## config.mk

```make
export PLATFORM = sky130hd
export DESIGN_NAME = sm_msg_uart_rx
export DESIGN_NICKNAME = d
export VERILOG_FILES = /design/src/rtl/sm_uart_pkg.sv /design/src/rtl/sm_uart_rx_byte.sv /design/src/rtl/sm_msg_uart_rx.sv
export SDC_FILE = /design/constraint.sdc
export NUM_CORES = 1
export LEC_CHECK = 0
export ABC_AREA = 1
export CORE_MARGIN = 2
export CORE_UTILIZATION = 45
export CTS_CLUSTER_DIAMETER = 40
export DETAILED_ROUTE_END_ITERATION = 8
export PLACE_DENSITY = 0.73
export SYNTH_ARGS = -nofsm -noshare
export SYNTH_HDL_FRONTEND = slang
export SYNTH_SLANG_ARGS = --single-unit
```

## constraint.sdc

```tcl
create_clock -name clk_50_i -period 3.2 [get_ports clk_50_i]
set_input_delay 0.64 -clock clk_50_i [delete_from_list [all_inputs] [get_ports clk_50_i]]
set_output_delay 0.64 -clock clk_50_i [all_outputs]
set_load 0.02 [all_outputs]
```

## src/rtl/sm_uart_pkg.sv

```systemverilog
// Shared definitions for the colour-report UART receiver: bit timing defaults,
// ASCII frame characters, colour codes, FSM encodings and character-class helpers.
package sm_uart_pkg;

  localparam int CLKS_PER_BIT_DEF = 434;
  localparam int HALF_BIT_DEF     = 217;

  localparam logic [7:0] CH_S    = 8'h53;
  localparam logic [7:0] CH_I    = 8'h49;
  localparam logic [7:0] CH_M    = 8'h4D;
  localparam logic [7:0] CH_DASH = 8'h2D;
  localparam logic [7:0] CH_HASH = 8'h23;
  localparam logic [7:0] CH_NL   = 8'h0A;
  localparam logic [7:0] CH_1    = 8'h31;
  localparam logic [7:0] CH_2    = 8'h32;
  localparam logic [7:0] CH_3    = 8'h33;
  localparam logic [7:0] CH_P    = 8'h50;
  localparam logic [7:0] CH_N    = 8'h4E;
  localparam logic [7:0] CH_W    = 8'h57;

  // {red,green,blue}, matching the transmitter's led[2:0] ordering
  localparam logic [2:0] COL_RED   = 3'b100;
  localparam logic [2:0] COL_GREEN = 3'b010;
  localparam logic [2:0] COL_BLUE  = 3'b001;
  localparam logic [2:0] COL_NONE  = 3'b000;

  typedef enum logic [1:0] {B_IDLE, B_START, B_DATA, B_STOP} byte_state_e;

  typedef enum logic [3:0] {
    P_IDLE, P_I1, P_DASH1, P_S2, P_I2, P_M, P_DASH2,
    P_DIG, P_DASH3, P_LET, P_DASH4, P_HASH, P_NL
  } msg_state_e;

  function automatic logic [2:0] digit_color(input logic [7:0] b);
    case (b)
      CH_1:    return COL_RED;
      CH_2:    return COL_GREEN;
      CH_3:    return COL_BLUE;
      default: return COL_NONE;
    endcase
  endfunction

  function automatic logic [2:0] letter_color(input logic [7:0] b);
    case (b)
      CH_P:    return COL_RED;
      CH_N:    return COL_GREEN;
      CH_W:    return COL_BLUE;
      default: return COL_NONE;
    endcase
  endfunction

  function automatic logic [7:0] expected_char(input msg_state_e st);
    case (st)
      P_IDLE, P_S2:                    return CH_S;
      P_I1, P_I2:                      return CH_I;
      P_M:                             return CH_M;
      P_DASH1, P_DASH2, P_DASH3, P_DASH4: return CH_DASH;
      P_HASH:                          return CH_HASH;
      P_NL:                            return CH_NL;
      default:                         return 8'h00;
    endcase
  endfunction

  // Digit and letter positions accept a class of characters rather than one literal
  function automatic logic char_matches(input msg_state_e st, input logic [7:0] b);
    case (st)
      P_DIG:   return digit_color(b) != COL_NONE;
      P_LET:   return letter_color(b) != COL_NONE;
      default: return b == expected_char(st);
    endcase
  endfunction

endpackage

```

## src/rtl/sm_uart_rx_byte.sv

```systemverilog
// Byte receiver: two-flop rx synchronizer plus 8N1 start/data/stop FSM.
// Emits each good byte with a one-cycle strobe, or frame_err when the stop bit is low.
module sm_uart_rx_byte
  import sm_uart_pkg::*;
#(
  parameter int CLKS_PER_BIT = CLKS_PER_BIT_DEF,
  parameter int HALF_BIT     = HALF_BIT_DEF
) (
  input  logic       clk_50_i,
  input  logic       rst_n_i,
  input  logic       rx_i,
  output logic [7:0] rx_byte_o,
  output logic       rx_byte_valid_o,
  output logic       frame_err_o
);

  localparam int CNT_W = $clog2(CLKS_PER_BIT);
  localparam logic [CNT_W-1:0] HALF_LAST = CNT_W'(HALF_BIT - 1);
  localparam logic [CNT_W-1:0] BIT_LAST  = CNT_W'(CLKS_PER_BIT - 1);

  logic             rx_meta_q, rx_s_q;
  byte_state_e      state_q, state_d;
  logic [CNT_W-1:0] cnt_q, cnt_d;
  logic [2:0]       bit_idx_q, bit_idx_d;
  logic [7:0]       shift_q, shift_d;
  logic [7:0]       byte_q, byte_d;
  logic             valid_q, valid_d;
  logic             ferr_q, ferr_d;
  logic             half_tick, bit_tick;

  assign half_tick = (cnt_q == HALF_LAST);
  assign bit_tick  = (cnt_q == BIT_LAST);

  always_ff @(posedge clk_50_i or negedge rst_n_i) begin
    if (!rst_n_i) begin
      rx_meta_q <= 1'b1;
      rx_s_q    <= 1'b1;
      state_q   <= B_IDLE;
      cnt_q     <= '0;
      bit_idx_q <= '0;
      shift_q   <= '0;
      byte_q    <= '0;
      valid_q   <= 1'b0;
      ferr_q    <= 1'b0;
    end else begin
      rx_meta_q <= rx_i;
      rx_s_q    <= rx_meta_q;
      state_q   <= state_d;
      cnt_q     <= cnt_d;
      bit_idx_q <= bit_idx_d;
      shift_q   <= shift_d;
      byte_q    <= byte_d;
      valid_q   <= valid_d;
      ferr_q    <= ferr_d;
    end
  end

  // STOP returns to IDLE at mid-bit so a start edge right after the stop bit is caught
  always_comb begin
    state_d = state_q;
    case (state_q)
      B_IDLE:  if (!rx_s_q) state_d = B_START;
      B_START: if (half_tick) state_d = rx_s_q ? B_IDLE : B_DATA;
      B_DATA:  if (bit_tick && bit_idx_q == 3'd7) state_d = B_STOP;
      B_STOP:  if (bit_tick) state_d = B_IDLE;
      default: state_d = B_IDLE;
    endcase
  end

  always_comb begin
    cnt_d     = cnt_q + 1'b1;
    bit_idx_d = bit_idx_q;
    shift_d   = shift_q;
    byte_d    = byte_q;
    valid_d   = 1'b0;
    ferr_d    = 1'b0;
    if (state_q == B_IDLE || state_d != state_q || (state_q == B_DATA && bit_tick)) begin
      cnt_d = '0;
    end
    case (state_q)
      B_START: if (half_tick) bit_idx_d = '0;
      B_DATA: begin
        if (bit_tick) begin
          shift_d[bit_idx_q] = rx_s_q;
          bit_idx_d          = bit_idx_q + 3'd1;
        end
      end
      B_STOP: begin
        if (bit_tick) begin
          if (rx_s_q) begin
            byte_d  = shift_q;
            valid_d = 1'b1;
          end else begin
            ferr_d = 1'b1;
          end
        end
      end
      default: ;
    endcase
  end

  assign rx_byte_o       = byte_q;
  assign rx_byte_valid_o = valid_q;
  assign frame_err_o     = ferr_q;

endmodule

```

## src/rtl/sm_msg_uart_rx.sv

```systemverilog
// Colour-report receiver: recovers bytes from the serial line and parses
// "SI-SIM-<d>-<c>-#\n", reporting a consistent digit/letter pair as a one-hot colour.
module sm_msg_uart_rx
  import sm_uart_pkg::*;
#(
  parameter int CLKS_PER_BIT = CLKS_PER_BIT_DEF,
  parameter int HALF_BIT     = HALF_BIT_DEF
) (
  input  logic       clk_50_i,
  input  logic       rst_n_i,
  input  logic       rx_i,
  output logic [7:0] rx_byte_o,
  output logic       rx_byte_valid_o,
  output logic       frame_err_o,
  output logic       msg_valid_o,
  output logic [2:0] msg_color_o,
  output logic       msg_err_o
);

  msg_state_e pstate_q, pstate_d;
  logic [2:0] digit_q, digit_d;
  logic [2:0] letter_q, letter_d;
  logic [2:0] color_q, color_d;
  logic       mvalid_q, mvalid_d;
  logic       merr_q, merr_d;
  logic       char_ok;

  sm_uart_rx_byte #(
    .CLKS_PER_BIT(CLKS_PER_BIT),
    .HALF_BIT    (HALF_BIT)
  ) u_rx_byte (
    .clk_50_i       (clk_50_i),
    .rst_n_i        (rst_n_i),
    .rx_i           (rx_i),
    .rx_byte_o      (rx_byte_o),
    .rx_byte_valid_o(rx_byte_valid_o),
    .frame_err_o    (frame_err_o)
  );

  assign char_ok = char_matches(pstate_q, rx_byte_o);

  always_ff @(posedge clk_50_i or negedge rst_n_i) begin
    if (!rst_n_i) begin
      pstate_q <= P_IDLE;
      digit_q  <= '0;
      letter_q <= '0;
      color_q  <= '0;
      mvalid_q <= 1'b0;
      merr_q   <= 1'b0;
    end else begin
      pstate_q <= pstate_d;
      digit_q  <= digit_d;
      letter_q <= letter_d;
      color_q  <= color_d;
      mvalid_q <= mvalid_d;
      merr_q   <= merr_d;
    end
  end

  // A stray 'S' can itself begin a new frame, so resync to the position after it
  always_comb begin
    pstate_d = pstate_q;
    if (frame_err_o) begin
      pstate_d = P_IDLE;
    end else if (rx_byte_valid_o) begin
      if (char_ok) begin
        pstate_d = (pstate_q == P_NL) ? P_IDLE : msg_state_e'(pstate_q + 4'd1);
      end else begin
        pstate_d = (rx_byte_o == CH_S) ? P_I1 : P_IDLE;
      end
    end
  end

  always_comb begin
    digit_d  = digit_q;
    letter_d = letter_q;
    color_d  = color_q;
    mvalid_d = 1'b0;
    merr_d   = 1'b0;
    if (rx_byte_valid_o && char_ok) begin
      case (pstate_q)
        P_DIG: digit_d  = digit_color(rx_byte_o);
        P_LET: letter_d = letter_color(rx_byte_o);
        P_NL: begin
          if (digit_q == letter_q) begin
            color_d  = digit_q;
            mvalid_d = 1'b1;
          end else begin
            merr_d = 1'b1;
          end
        end
        default: ;
      endcase
    end
  end

  assign msg_valid_o = mvalid_q;
  assign msg_color_o = color_q;
  assign msg_err_o   = merr_q;

endmodule

```

==> impl.org <==
** Routing
- Across all layers, the routed design uses 2402 vias.
- Wires add up to 5780 um.
- Routed length on met2 :: 2760 um
- Post-detailed-route DRC marker count :: 0
- After detailed routing, the average wire length per cell comes to 12.1 um.
- Ratio of routed vias to standard cells :: 5.04
- Router iterations before antenna repair :: 4
- Count of routing violations after the opening detailed-route iteration :: 199
- Wire length on met1 :: 2750 um
- Summed over all nets, wire length on met3 after detailed routing comes to 193 um.
- DR top layer :: met4
- In this run the remaining antenna-violating nets after routing total 0.

** Setup path
- CP endpoint kind :: flop
- Crit path launch type :: flop
- Arrival time reported for the critical path endpoint :: 2.52 ns
- Along the worst path, the maximum fanout reaches 11.
- The worst setup path is of the flop to flop kind.
- Data on the critical path is required at its endpoint by 3.42 ns.

** Layout
- Number of fill cells :: 631
- Summing all non-filler instances in the final layout gives an area of 3230 sq um.
- Fraction of layout cells with a size suffix above 1 :: 0.0750
- Diode insertion count for antenna repair :: 0
- For this run, the post-layout net count is 417.
- Layout overhead on the synthesized area :: 10.2%
- Final core occ :: 0.511

** Pwr
- Power density over cell area :: 308 nW/um^2
- Static Leakage :: 0.00167 uW
- Across the VDD grid, the largest voltage drop is 0.215 mV.

** Synth
- Mux share of post-synthesis cell area :: 0.0175
- Part of the Yosys area used for sequential elements :: 0.419
- Number of library cell types mapped by synthesis :: 30
- Each instance of the synthesized netlist takes up on average 7.71 sq um.
- Ranked by total cell area, the synthesized netlist is headed by sky130_fd_sc_hd__dfrtp_1, sky130_fd_sc_hd__nand2_1, sky130_fd_sc_hd__inv_1, sky130_fd_sc_hd__ha_1, sky130_fd_sc_hd__nand3_1.
- Simple-gate area share of the yosys netlist :: 0.309
- The number of nets in the synthesized netlist is 398.
- Leading area contributor after synthesis :: sky130_fd_sc_hd__dfrtp_1
- In this run, synthesis produced a sequential element count of 49.
- After synthesis, the largest family of logic cells by area is simple AND/OR/NAND/NOR gates.
- Yosys warning count :: 0
- The synthesized netlist occupies a cell area of 2930 sq um.
- Synthesized instance count :: 380
- The share of synthesized area in the top cell type comes to 0.401.
- Fraction of synthesized cell area in xor and xnor cells :: 0.0329
- Compound-Gate Fraction of Synth Area :: 0.0657
- Adder-cell share of the synthesized area :: 0.0640

** Clocking
- In this run, post-CTS repair resized a total of 0 instances.
- Hold-fix buffers at CTS :: 0
- # H-tree levels :: 2
- Counting along the longest clock path gives a buffer depth of 2.
- Count of buffers added by post-CTS timing repair for setup :: 0
- Worst-skew pair later-pin latency :: 0.30 ns
- Sink count of the clock tree :: 49
- Number of buffers created by CTS :: 5
- Buffer type at the clock tree root :: sky130_fd_sc_hd__clkbuf_8
- TritonCTS built the clock tree.
- Clock-pin slew reported for the worst setup and hold paths after clock tree synthesis :: 0.09 ns

** Floorplan
- The die is 84.7 um wide.
- # IOs :: 18
- The die covers 7180 sq um.
- Die Ht :: 84.7 um
- The floorplan step defined a core boundary enclosing 6310 sq um.
- Row generation in the floorplan step produced 29 rows.
- The initial utilization of the core area, before any placement, comes to 0.464.

** Placement
- In this run the cell area measured after placement is 3140 sq um.
- Before CTS, the worst setup slack after placement is 0.943 ns.
- Input and output buffers added on the ports amount to 17.
- HPWL Detailed :: 4420 um
- Routability-driven placement finished with a final weighted congestion of 0.858.

** Timing
- Post-route setup TNS :: 0 ns
- Between clock sinks in the finished design, the worst skew comes to 0.00765 ns.
- Setup slack after layout :: 0.908 ns
- Counting I/O delays and the setup requirement, the final critical path takes 2.29 ns.
- Derived from the worst setup path, the maximum achievable clock frequency is 436 MHz.
- Final setup violating endpoints :: 0
- Transition time at the pin with the least slew margin :: 1.06 ns
- Across all hold checks on the routed design, the worst slack comes to 0.360 ns.
- Final hold violation count :: 0
- Unrepaired setup endpoints after global routing :: false
- The final-report max-slew violation count is 0.
- Max-Slew Margin vs Limit :: 0.295
- Final cycle utilization of the critical path :: 0.716

** Hold path
- The worst hold path belongs to the class flop to flop.

** GRT
- All-layer global routing usage :: 0.174
- Entering global routing, the biggest net connects 50 pins.
- The number of antenna violations at the first check in global routing is 0.
- The first global-routing pass estimated 10200 um of wire.
- Summed over all layers, the global routing overflow is 0.
- The number of global-route vias before repair was 2344.

** Outcome
- The flow ran to the end, and the final reports show no timing, DRC or antenna violations.

** Flow run
- The tool flagged a number of max-cap violations equal to 0.
-- placed cells by master, fill, tap and decap left out, drive strengths merged, types with 2 or more instances in the layout --
master	n
ha	15
mux2i	4
a21oi	4
nand4	7
xnor2	2
nor3	14
o21ai	31
nand3	32
nor2	39
nand2	106
xor2	9
dfstp	2
clkdlybuf4s50	16
dfrtp	47
inv	59
clkbuf	6
-- per-layer routing --
metal	vias to the layer above	GRT usage
met5	-	0
met4	0	0.0519
met3	8	0.0324
met2	47	0.292
met1	1101	0.228
li1	1246	-
-- worst paths after layout --
path,cells after the start,endpoint,slack [ns],startpoint
max,13,pstate_q[3],0.91,pstate_q[0]
min,0,u_rx_byte.rx_s_q,0.36,u_rx_byte.rx_meta_q
max reg2reg,13,pstate_q[3],0.91,pstate_q[0]
min reg2reg,0,u_rx_byte.rx_s_q,0.36,u_rx_byte.rx_meta_q
max in group asynchronous,1,u_rx_byte.cnt_q[3],2.02,rst_n_i
min in group asynchronous,1,pstate_q[0],0.52,rst_n_i
-- cell usage after synthesis --
| master | instances |
|---|---|
| sky130_fd_sc_hd__nand2_1 | 101 |
| sky130_fd_sc_hd__inv_1 | 56 |
| sky130_fd_sc_hd__dfrtp_1 | 47 |
| sky130_fd_sc_hd__nor2_1 | 32 |
| sky130_fd_sc_hd__nand3_1 | 28 |
| sky130_fd_sc_hd__o21ai_0 | 25 |
| sky130_fd_sc_hd__ha_1 | 15 |
| sky130_fd_sc_hd__nor3_1 | 13 |
| sky130_fd_sc_hd__xor2_1 | 9 |
| sky130_fd_sc_hd__nand4_1 | 7 |
| sky130_fd_sc_hd__o21ai_1 | 6 |
| sky130_fd_sc_hd__nand2_2 | 5 |
| sky130_fd_sc_hd__nor2_2 | 5 |
| sky130_fd_sc_hd__a21oi_1 | 4 |
| sky130_fd_sc_hd__buf_6 | 4 |
| sky130_fd_sc_hd__mux2i_1 | 4 |
| sky130_fd_sc_hd__nand3_2 | 3 |
| sky130_fd_sc_hd__dfstp_2 | 2 |
| sky130_fd_sc_hd__nor2_4 | 2 |
| sky130_fd_sc_hd__xnor2_1 | 2 |
| sky130_fd_sc_hd__buf_2 | 1 |
| sky130_fd_sc_hd__inv_2 | 1 |
| sky130_fd_sc_hd__inv_4 | 1 |
| sky130_fd_sc_hd__mux2_2 | 1 |
| sky130_fd_sc_hd__nand3_4 | 1 |
| sky130_fd_sc_hd__nor3_2 | 1 |
| sky130_fd_sc_hd__nor3b_1 | 1 |
| sky130_fd_sc_hd__nor4_1 | 1 |
| sky130_fd_sc_hd__o2111ai_1 | 1 |
| sky130_fd_sc_hd__o41ai_1 | 1 |
-- stage by stage --
stage	cells	power, uW
finish	477	996
global route	477	1040
global placement	469	650
floorplan	380	635
detailed placement	469	650
CTS	477	1010
-- area by class of cell --
cell class,instances,area (sq um),area share
multi-input cells,268,1430,0.444
repair buffers,17,165,0.0511
clock buffers,6,72.6,0.0225
inverters,58,220,0.0682
well taps,77,96.3,0.0298
flip-flops and latches,49,1230,0.380
clock inverters,2,13.8,0.00426
-- logic make-up after synthesis --
kind of cell             count (synthesis)
flip-flops                              49
multiplexers                             5
AO/OA/AOI/OAI                           37
adder cells (fa/ha/maj)                 15
buffers and inverters                   63
XOR/XNOR                                11
AND/OR/NAND/NOR                        200
-- where the power goes --
| part | leakage, uW | total, uW | switching, uW | internal, uW |
|---|---|---|---|---|
| registers | 0.000663 | 622 | 1.41 | 621 |
| clock network | 0.0000456 | 360 | 203 | 156 |
| logic | 0.000963 | 14.1 | 12.3 | 1.74 |
| total | 0.00167 | 996 | 217 | 779 |
-- state kept, by name, summed over array words and instances, names as in the netlist --
register,count
msg_valid_o,1
u_rx_byte.rx_byte_valid_o,1
u_rx_byte.rx_byte_o,8
digit_q,3
pstate_q,4
u_rx_byte.state_q,2
letter_q,3
u_rx_byte.rx_meta_q,1
u_rx_byte.cnt_q,9
u_rx_byte.frame_err_o,1
u_rx_byte.rx_s_q,1
msg_err_o,1
msg_color_o,3
u_rx_byte.bit_idx_q,3
u_rx_byte.shift_q,8
-- critical path: stages, from the launching register on --
cell and delay [ns]:
sky130_fd_sc_hd__dfrtp_1 0.44, sky130_fd_sc_hd__inv_1 0.16, sky130_fd_sc_hd__ha_1 0.39, sky130_fd_sc_hd__inv_1 0.12, sky130_fd_sc_hd__nand3_1 0.11, sky130_fd_sc_hd__nand3_1 0.11, sky130_fd_sc_hd__nand2_1 0.06, sky130_fd_sc_hd__nor2_2 0.11
sky130_fd_sc_hd__nand3_2 0.10, sky130_fd_sc_hd__nand2_2 0.09, sky130_fd_sc_hd__nand2_2 0.16, sky130_fd_sc_hd__nor2_1 0.22, sky130_fd_sc_hd__nand2_1 0.08, sky130_fd_sc_hd__o21ai_0 0.07
Power figures use the tool's default switching activity.
